[src/rtl/calc_engine.sv]
// rtl/calc_engine.sv - keyboard calculator arithmetic back end (add/sub/mul, binary-to-BCD, blanking)
//
// Ports:
//   clk              system clock, all state on rising edge
//   rst_n            asynchronous active-low reset
//   start            operation request, honoured only in IDLE
//   op[1:0]          00 add, 01 subtract (A-B), 10 multiply, 11 reserved (result 0)
//   dig3..dig0[3:0]  operand digits: A = dig3*10+dig2, B = dig1*10+dig0; >9 reads as 0
//   res3..res0[3:0]  result digits, res0 least significant, leading zeros shown as BCD_NULL
//   neg              result is negative (subtract with A<B)
//   busy             high from LOAD through DONE
//   done             one-cycle pulse, coincident with new res*/neg
module calc_engine #(
  parameter logic [3:0] BCD_NULL = 4'd13
) (
  input  logic       clk,
  input  logic       rst_n,
  input  logic       start,
  input  logic [1:0] op,
  input  logic [3:0] dig0,
  input  logic [3:0] dig1,
  input  logic [3:0] dig2,
  input  logic [3:0] dig3,
  output logic [3:0] res0,
  output logic [3:0] res1,
  output logic [3:0] res2,
  output logic [3:0] res3,
  output logic       neg,
  output logic       busy,
  output logic       done
);

  typedef enum logic [2:0] {
    S_IDLE,
    S_LOAD,
    S_CALC,
    S_CONV,
    S_DONE
  } state_t;

  state_t      state;
  logic [6:0]  opnd_a;
  logic [6:0]  opnd_b;
  logic [1:0]  op_r;
  logic        neg_r;
  logic [13:0] bin;
  logic [15:0] bcd;
  logic [3:0]  cnt;

  // Out-of-range digits (including the blank code) contribute nothing.
  function automatic logic [3:0] dec_digit(input logic [3:0] d);
    return (d > 4'd9) ? 4'd0 : d;
  endfunction

  function automatic logic [6:0] pair_to_bin(input logic [3:0] tens, input logic [3:0] ones);
    logic [6:0] t;
    t = {3'b000, dec_digit(tens)};
    return (t << 3) + (t << 1) + {3'b000, dec_digit(ones)};
  endfunction

  logic [6:0] a_in;
  logic [6:0] b_in;
  assign a_in = pair_to_bin(dig3, dig2);
  assign b_in = pair_to_bin(dig1, dig0);

  // Multiply partial product: A shifted to the weight of the current B bit.
  logic [13:0] a_ext;
  logic [13:0] prod_term;
  assign a_ext     = {7'd0, opnd_a};
  assign prod_term = opnd_b[cnt[2:0]] ? (a_ext << cnt[2:0]) : 14'd0;

  // One double-dabble step: add 3 to every nibble >= 5, then shift in the binary MSB.
  logic [15:0] bcd_adj;
  logic [15:0] bcd_shift;
  logic [13:0] bin_shift;

  always_comb begin
    bcd_adj = bcd;
    for (int i = 0; i < 4; i++) begin
      if (bcd[i*4 +: 4] >= 4'd5) begin
        bcd_adj[i*4 +: 4] = bcd[i*4 +: 4] + 4'd3;
      end
    end
    bcd_shift = {bcd_adj[14:0], bin[13]};
    bin_shift = {bin[12:0], 1'b0};
  end

  // Leading-zero blanking on the final conversion value; res0 always shows a digit.
  logic blank3;
  logic blank2;
  logic blank1;
  logic is_zero;
  assign blank3  = (bcd_shift[15:12] == 4'd0);
  assign blank2  = blank3 && (bcd_shift[11:8] == 4'd0);
  assign blank1  = blank2 && (bcd_shift[7:4] == 4'd0);
  assign is_zero = blank1 && (bcd_shift[3:0] == 4'd0);

  always_ff @(posedge clk or negedge rst_n) begin
    if (!rst_n) begin
      state  <= S_IDLE;
      opnd_a <= 7'd0;
      opnd_b <= 7'd0;
      op_r   <= 2'b00;
      neg_r  <= 1'b0;
      bin    <= 14'd0;
      bcd    <= 16'd0;
      cnt    <= 4'd0;
      res0   <= BCD_NULL;
      res1   <= BCD_NULL;
      res2   <= BCD_NULL;
      res3   <= BCD_NULL;
      neg    <= 1'b0;
      busy   <= 1'b0;
      done   <= 1'b0;
    end else begin
      case (state)
        S_IDLE: begin
          done <= 1'b0;
          if (start) begin
            state <= S_LOAD;
            busy  <= 1'b1;
          end
        end

        S_LOAD: begin
          opnd_a <= a_in;
          opnd_b <= b_in;
          op_r   <= op;
          bin    <= 14'd0;
          cnt    <= 4'd0;
          state  <= S_CALC;
        end

        S_CALC: begin
          if (op_r == 2'b10) begin
            neg_r <= 1'b0;
            bin   <= bin + prod_term;
            if (cnt == 4'd6) begin
              cnt   <= 4'd0;
              bcd   <= 16'd0;
              state <= S_CONV;
            end else begin
              cnt <= cnt + 4'd1;
            end
          end else begin
            case (op_r)
              2'b00: begin
                bin   <= {7'd0, opnd_a} + {7'd0, opnd_b};
                neg_r <= 1'b0;
              end
              2'b01: begin
                if (opnd_a >= opnd_b) begin
                  bin   <= {7'd0, opnd_a - opnd_b};
                  neg_r <= 1'b0;
                end else begin
                  bin   <= {7'd0, opnd_b - opnd_a};
                  neg_r <= 1'b1;
                end
              end
              default: begin
                bin   <= 14'd0;
                neg_r <= 1'b0;
              end
            endcase
            cnt   <= 4'd0;
            bcd   <= 16'd0;
            state <= S_CONV;
          end
        end

        S_CONV: begin
          bcd <= bcd_shift;
          bin <= bin_shift;
          if (cnt == 4'd13) begin
            // Last shift: publish the blanked digits together with done.
            cnt   <= 4'd0;
            res0  <= bcd_shift[3:0];
            res1  <= blank1 ? BCD_NULL : bcd_shift[7:4];
            res2  <= blank2 ? BCD_NULL : bcd_shift[11:8];
            res3  <= blank3 ? BCD_NULL : bcd_shift[15:12];
            neg   <= neg_r && !is_zero;
            done  <= 1'b1;
            state <= S_DONE;
          end else begin
            cnt <= cnt + 4'd1;
          end
        end

        S_DONE: begin
          done  <= 1'b0;
          busy  <= 1'b0;
          state <= S_IDLE;
        end

        default: begin
          state <= S_IDLE;
        end
      endcase
    end
  end

endmodule

[config.mk]
export PLATFORM = sky130hd
export DESIGN_NAME = calc_engine
export DESIGN_NICKNAME = d
export VERILOG_FILES = /design/src/rtl/calc_engine.sv
export SDC_FILE = /design/constraint.sdc
export NUM_CORES = 1
export LEC_CHECK = 0
export CAP_MARGIN = 25
export CORE_UTILIZATION = 35
export CTS_CLUSTER_SIZE = 14
export DETAILED_ROUTE_END_ITERATION = 7
export GPL_TIMING_DRIVEN = 0
export SYNTH_ARGS = -nofsm -noshare
export SYNTH_HDL_FRONTEND = slang
export SYNTH_SLANG_ARGS = --single-unit
[constraint.sdc]
create_clock -name clk -period 4.2 [get_ports clk]
set_input_delay 0.84 -clock clk [delete_from_list [all_inputs] [get_ports clk]]
set_output_delay 0.84 -clock clk [all_outputs]
set_load 0.02 [all_outputs]
==> results by group, run 1 <==
Run status
  • Status: finished clean

Setup path
  • WP data required: 4.41 ns
  • CP Data Arrival Time: 4.06 ns
  • CP Launch Type: flop
  • Reg2Reg Launch Point: cnt[1]$_DFFE_PN0P_
  • Slowest-stage cell, CP: a2111oi_2
  • FF-to-FF End: bin[12]$_DFFE_PN0P_
  • Reg2Reg Depth: 13
  • CP delay by family, top: compound AO/OA/AOI/OAI gates
  • CP Cell Sequence: clkbuf_1 > clkbuf_1 > clkbuf_2 > nor3_1 > ha_1 > fa_1 > a21oi_1 > o21ai_0 > a2111oi_2 > nor3_1 > a41oi_1 > xor2_1 > o21ai_0
  • Worst-path maximum fanout: 10
  • Crit path kind: flop to flop
  • Critical path buffers and inverters: 3
  • Nature of the critical path endpoint: flop
  • CP max stage delay: 0.57 ns
  • Flop-to-flop setup slack: 0.35 ns

Placement
  • Pre-CTS setup slack: 0.297 ns
  • Placer congestion estimate: 0.887
  • PortBufs: 39
  • DPL Wire Length: 11900 um
  • Area after DPL: 6360 um^2

Global routing
  • All-Layer GR Usage: 19.6%
  • Gr ovfl total: 0
  • Initial antenna violation count: 0
  • Largest net degree at the start of global routing: 52
  • Vias in the first global route: 5071
  • Global-route wire length before repair: 25700 um

Timing
  • Peak Freq: 260 MHz
  • Final hold vios: 0
  • Hold slack: 0.402 ns
  • Final critical-path required period: 3.85 ns
  • Tcrit/Tclk final: 91.6%
  • Fin worst setup slack: 0.352 ns
  • Final Setup Violations: 0
  • Slew HR: 58.4%
  • Max-slew violations: 0
  • Sum Neg Setup Slack: 0 ns
  • RSZ-0062 raised after global routing: false
  • Final clock skew: 0.0123 ns
  • Slew @ Worst Pin: 0.625 ns

Floorplanning
  • Die Y: 129 um
  • I/O pin count: 40
  • Die area: 16700 um^2
  • Die X: 129 um
  • Initial core utilization: 35.8%
  • Core area: 15800 um^2
  • Row count: 46

Final layout
  • Layout cell share with drive strength beyond 1: 7.97%
  • Most common cell after layout, fill and taps aside: nand2_1
  • Fin area: 6660 um^2
  • N_diodes: 0
  • Most frequent cells in the layout: 75 x nand2_1, 73 x o21ai_0, 61 x dfrtp_1, 57 x nor2_1, 56 x a21oi_1
  • Fin nets: 806
  • Area grow syn2layout: 17.7%

Clock network
  • Clock Sinks: 73
  • Post-CTS Hold Fix Bufs: 0
  • CTS max path bufs: 2
  • Reg clk slew, reported paths: 0.06 ns
  • Cts bufs inserted: 9
  • CTS tree: done
  • CTS root buffer: clkbuf_16
  • Worst skew pair latency: 0.35 ns
  • H-tree levels: 3

Route
  • DRC: 0
  • Routed length per instance: 16.1 um
  • Vias per cell: 5.46
  • Initial detailed-routing violation count: 344
  • First drt pass iteration count: 5
  • Vias: 5154
  • Post-DRT Antenna Nets: 0
  • DRT Wirelength: 15200 um

Yosys
  • Synthesized instance count: 670
  • Register bit total from synthesis: 73
  • Avg Inst Size Synth: 8.45 um^2
  • Mapped Area: 5660 um^2
  • Ys Warns: 0
  • Prevailing post-synth register cell: dfrtp_1
  • Post-synth EDFFs: 0
  • Syn Nets: 753
  • Synth async-reset ratio: 100%
  • Library cells used by synthesis: 61
  • Post-synthesis sequential area ratio: 32.5%

Power
  • Total power: 0.00553 W
  • Pwr per Cell Area: 830 nW/um^2
  • Peak VDD IR: 0.287 mV
  • Leak: 2.93 nW

Run
  • MaxCap Viol Count: 0

Min path
  • HP Class: input pin to async pin
==> cells by family after synthesis <==
logic type / synth area share, %
buffers and inverters: 4.93
AND/OR/NAND/NOR: 17.2
flip-flops: 32.5
adder cells (fa/ha/maj): 14.8
multiplexers: 3.23
XOR/XNOR: 3.71
AO/OA/AOI/OAI: 23.6
==> power by group <==
part | total [W] | switching [W] | leakage (nW) | internal (W)
logic | 0.00340 | 0.00202 | 1.89 | 0.00138
registers | 0.00134 | 0.000310 | 0.900 | 0.00103
clock network | 0.000791 | 0.000327 | 0.142 | 0.000464
==> routing by layer <==
metal / wire [um] / track usage [%] / vias to the layer above
met2: 7220 / 32.3 / 133
met1: 7090 / 26.3 / 2517
met5: 0 / 0 / -
met4: 249 / 6.51 / 0
met3: 629 / 3.18 / 17
li1: - / - / 2487
==> cells in the mapped netlist (6+ instances only) <==
| cell type | n | area [um^2] |
|---|---|---|
| nand2_1 | 75 | 282 |
| o21ai_0 | 73 | 365 |
| dfrtp_1 | 61 | 1530 |
| nor2_1 | 57 | 214 |
| a21oi_1 | 56 | 280 |
| ha_1 | 54 | 676 |
| inv_1 | 42 | 158 |
| clkbuf_1 | 18 | 67.6 |
| nor3_1 | 17 | 85.1 |
| a22oi_1 | 12 | 90.1 |
| a31oi_1 | 12 | 75.1 |
| dfstp_2 | 12 | 315 |
| xnor2_1 | 12 | 105 |
| xor2_1 | 12 | 105 |
| nor2b_1 | 11 | 68.8 |
| nor3b_1 | 9 | 67.6 |
| fa_1 | 8 | 160 |
| a21o_1 | 7 | 52.6 |
| buf_2 | 7 | 35.0 |
| mux2i_1 | 7 | 70.1 |
| nand2b_1 | 7 | 43.8 |
| o21bai_1 | 7 | 52.6 |
| a22o_1 | 6 | 52.6 |
| and2_1 | 6 | 37.5 |
| mux2_2 | 6 | 67.6 |
| nand3_1 | 6 | 30.0 |
| nand4_1 | 6 | 37.5 |
| o31ai_1 | 6 | 45.0 |
==> worst max path at each step <==
stage | start | slack [ns] | depth (start not counted) | to
2_1_floorplan | cnt[1]$_DFFE_PN0P_ | 0.97 | 13 | bin[12]$_DFFE_PN0P_
3_3_place_gp | rst_n | -0.42 | 1 | bin[11]$_DFFE_PN0P_
3_5_place_dp | cnt[1]$_DFFE_PN0P_ | 0.30 | 13 | bin[12]$_DFFE_PN0P_
4_1_cts | cnt[1]$_DFFE_PN0P_ | 0.27 | 13 | bin[12]$_DFFE_PN0P_
5_1_grt | cnt[1]$_DFFE_PN0P_ | 0.05 | 13 | bin[12]$_DFFE_PN0P_
6_report | cnt[1]$_DFFE_PN0P_ | 0.35 | 13 | bin[12]$_DFFE_PN0P_
==> area by class of cell <==
type / count / area [um^2]
plain buffers: 28 / 119
clock buffers: 9 / 225
clock inverters: 7 / 76.3
fillers: 1555 / 9160
inverters: 43 / 161
multi-input cells: 526 / 3540
flip-flops and latches: 73 / 1840
well taps: 216 / 270
repair buffers: 42 / 428
==> state kept, by name (all words and copies together) (netlist names) <==
register and flops:
res3 4, busy 1, bcd 16, res2 4, state 3, neg_r 1, done 1, res1 4
op_r 2, opnd_a 7, neg 1, res0 4, cnt 4, bin 14, opnd_b 7
==> stage by stage <==
step	util [%]	std cells
floorplan	-	670
global placement	40.0	925
detailed placement	40.2	928
CTS	42.1	944
global route	42.1	944
finish	42.1	944
==> timing repair <==
item / CTS / global route
endpoints found under the setup margin: 0 / 1
buffers inserted: 0 / 0
gates resized for setup: 0 / 2
==> worst reg2reg max path, cell delays in order (launching register included) <==
cell	delay, ns
dfrtp_1	0.32
clkbuf_1	0.31
clkbuf_1	0.37
clkbuf_2	0.31
nor3_1	0.10
ha_1	0.24
fa_1	0.42
a21oi_1	0.20
o21ai_0	0.18
a2111oi_2	0.57
nor3_1	0.15
a41oi_1	0.30
xor2_1	0.15
o21ai_0	0.09
Note: power is estimated with default switching activity, not from simulation.
==> run 2, diff against run 1 <==
- SLEW_MARGIN: default -> 20
==> results by group, run 2 (same netlist as run 1, synthesis figures left out) <==
Clock network
  • Post-CTS Setup Bufs: 0
  • H-tree levels: 3
  • CTS max path bufs: 2
  • Post-CTS Hold Fix Bufs: 0
  • Clock Sinks: 73
  • CTS tree: done
  • CTS root buffer: clkbuf_16
  • Reg clk slew, reported paths: 0.06 ns
  • CTS resizes: 0
  • Cts bufs inserted: 9
  • Worst skew pair latency: 0.35 ns

Final layout
  • Regs by FF count: bcd (16), bin (14)
  • Final Core Density: 41.9%
  • Max reg flops: 16
  • Finished Layout Cells: 943
  • Most flops, register: bcd
  • Layout cell share with drive strength beyond 1: 7.84%
  • Most common cell after layout, fill and taps aside: nand2_1
  • FILL cells: 1574
  • N_diodes: 0
  • Fin nets: 805
  • Most frequent cells in the layout: 75 x nand2_1, 73 x o21ai_0, 61 x dfrtp_1, 57 x nor2_1, 56 x a21oi_1
  • Area grow syn2layout: 17.1%

Setup path
  • CP Launch Type: flop
  • Worst-path maximum fanout: 10
  • CP Data Arrival Time: 4.08 ns
  • CP Cell Sequence: clkbuf_1 > clkbuf_2 > clkbuf_1 > nor3_1 > ha_1 > fa_1 > a21oi_1 > o21ai_0 > a2111oi_2 > nor3_1 > a41oi_1 > xor2_1 > o21ai_0
  • Nature of the critical path endpoint: flop
  • WP data required: 4.41 ns
  • Slowest-stage cell, CP: a2111oi_2
  • Crit path kind: flop to flop
  • CP max stage delay: 0.55 ns

Placement
  • Placer congestion estimate: 0.887
  • PortBufs: 39
  • Dpl cells: 927
  • Pre-CTS setup slack: 0.282 ns
  • DPL Wire Length: 11900 um

Global routing
  • Gr ovfl total: 0
  • Largest net degree at the start of global routing: 52
  • Global-route wire length before repair: 25300 um
  • Vias in the first global route: 5116
  • All-Layer GR Usage: 19.4%
  • Initial antenna violation count: 0

Route
  • Initial detailed-routing violation count: 323
  • Vias per cell: 5.43
  • Vias: 5117
  • Routed length per instance: 16.2 um
  • First drt pass iteration count: 5
  • DRC: 0
  • Post-DRT Antenna Nets: 0
  • DRT Wirelength: 15300 um

Timing
  • Slew @ Worst Pin: 0.641 ns
  • Tcrit/Tclk final: 92.2%
  • Slew HR: 57.1%
  • RSZ-0062 raised after global routing: false
  • Final hold vios: 0
  • Peak Freq: 258 MHz
  • Final critical-path required period: 3.87 ns
  • Final Setup Violations: 0
  • Fin worst setup slack: 0.326 ns
  • Max-slew violations: 0
  • Final clock skew: 0.0108 ns

Power
  • Leak: 2.91 nW
  • Pwr per Cell Area: 823 nW/um^2
  • Total power: 0.00546 W
  • Peak VDD IR: 0.255 mV

Run status
  • Status: finished clean

Floorplanning
  • Die Y: 129 um
  • I/O pin count: 40
  • Initial core utilization: 35.8%
  • Die area: 16700 um^2
  • Row count: 46
  • Core area: 15800 um^2
  • Die X: 129 um

Run
  • MaxCap Viol Count: 0

Min path
  • HP Class: input pin to async pin
[run 2: cell count changes in the layout (fill, tap and decap cells not counted), sizes merged]
cell | previous run | this run
buf | 14 | 13
bufinv | 1 | 0
clkbuf | 27 | 28
clkinv | 3 | 4
inv | 44 | 43
[run 2: report_power, final]
part | switching [W] | internal [W]
Sequential | 0.000316 | 0.00103
Clock | 0.000316 | 0.000401
Combinational | 0.00202 | 0.00138
Total | 0.00265 | 0.00280
[run 2: per-stage QoR]
stage | hold slack, ns | TNS (ns) | cell area [um^2]
after floorplan | 0.449 | 0 | 5660
after global placement | 0.449 | -25.42 | 6320
after detailed placement | 0.452 | 0 | 6360
after CTS | 0.408 | 0 | 6630
after global routing | 0.419 | 0 | 6630
final | 0.401 | 0 | 6630
[run 2: critical path: cells and delay by family, from the launching register on]
kind	cells	cell delay, ns
DFF	1	0.32
xor gates and xnor gates	1	0.15
AOI/OAI and AO/OA	5	1.34
adders and majority gates	2	0.68
and+or+nand+nor	2	0.28
buffers and inverters	3	0.98
[run 2: final timing paths]
check | cells after the start | end | startpoint | slack (ns)
max | 13 | bin[12]$_DFFE_PN0P_ | cnt[1]$_DFFE_PN0P_ | 0.33
max in group asynchronous | 2 | res0[0]$_DFFE_PN1P_ | rst_n | 3.18
min reg2reg | 2 | res0[0]$_DFFE_PN1P_ | res0[0]$_DFFE_PN1P_ | 0.46
min in group clk | 2 | res0[0]$_DFFE_PN1P_ | res0[0]$_DFFE_PN1P_ | 0.46
min | 1 | opnd_b[4]$_DFFE_PN0P_ | rst_n | 0.40
max reg2reg | 13 | bin[12]$_DFFE_PN0P_ | cnt[1]$_DFFE_PN0P_ | 0.33
[run 2: final cells by class]
cell class                      count  area, um^2  share of cell area (%)
Buffer                             28         119                    1.79
Tap cell                          216         270                    4.08
Inverter                           43         161                    2.43
Sequential cell                    73        1840                    27.8
Timing Repair Buffer               41         420                    6.34
Clock buffer                       10         229                    3.45
Multi-Input combinational cell    526        3550                    53.5
Clock inverter                      6        42.5                   0.642
[run 2: layer usage]
layer,share of wire [%],track usage [%],vias to the layer above
met5,0,0,-
met4,1.4,6.64,0
met3,3.9,3.43,16
met2,47,32.2,124
met1,47,25.6,2489
li1,-,-,2488
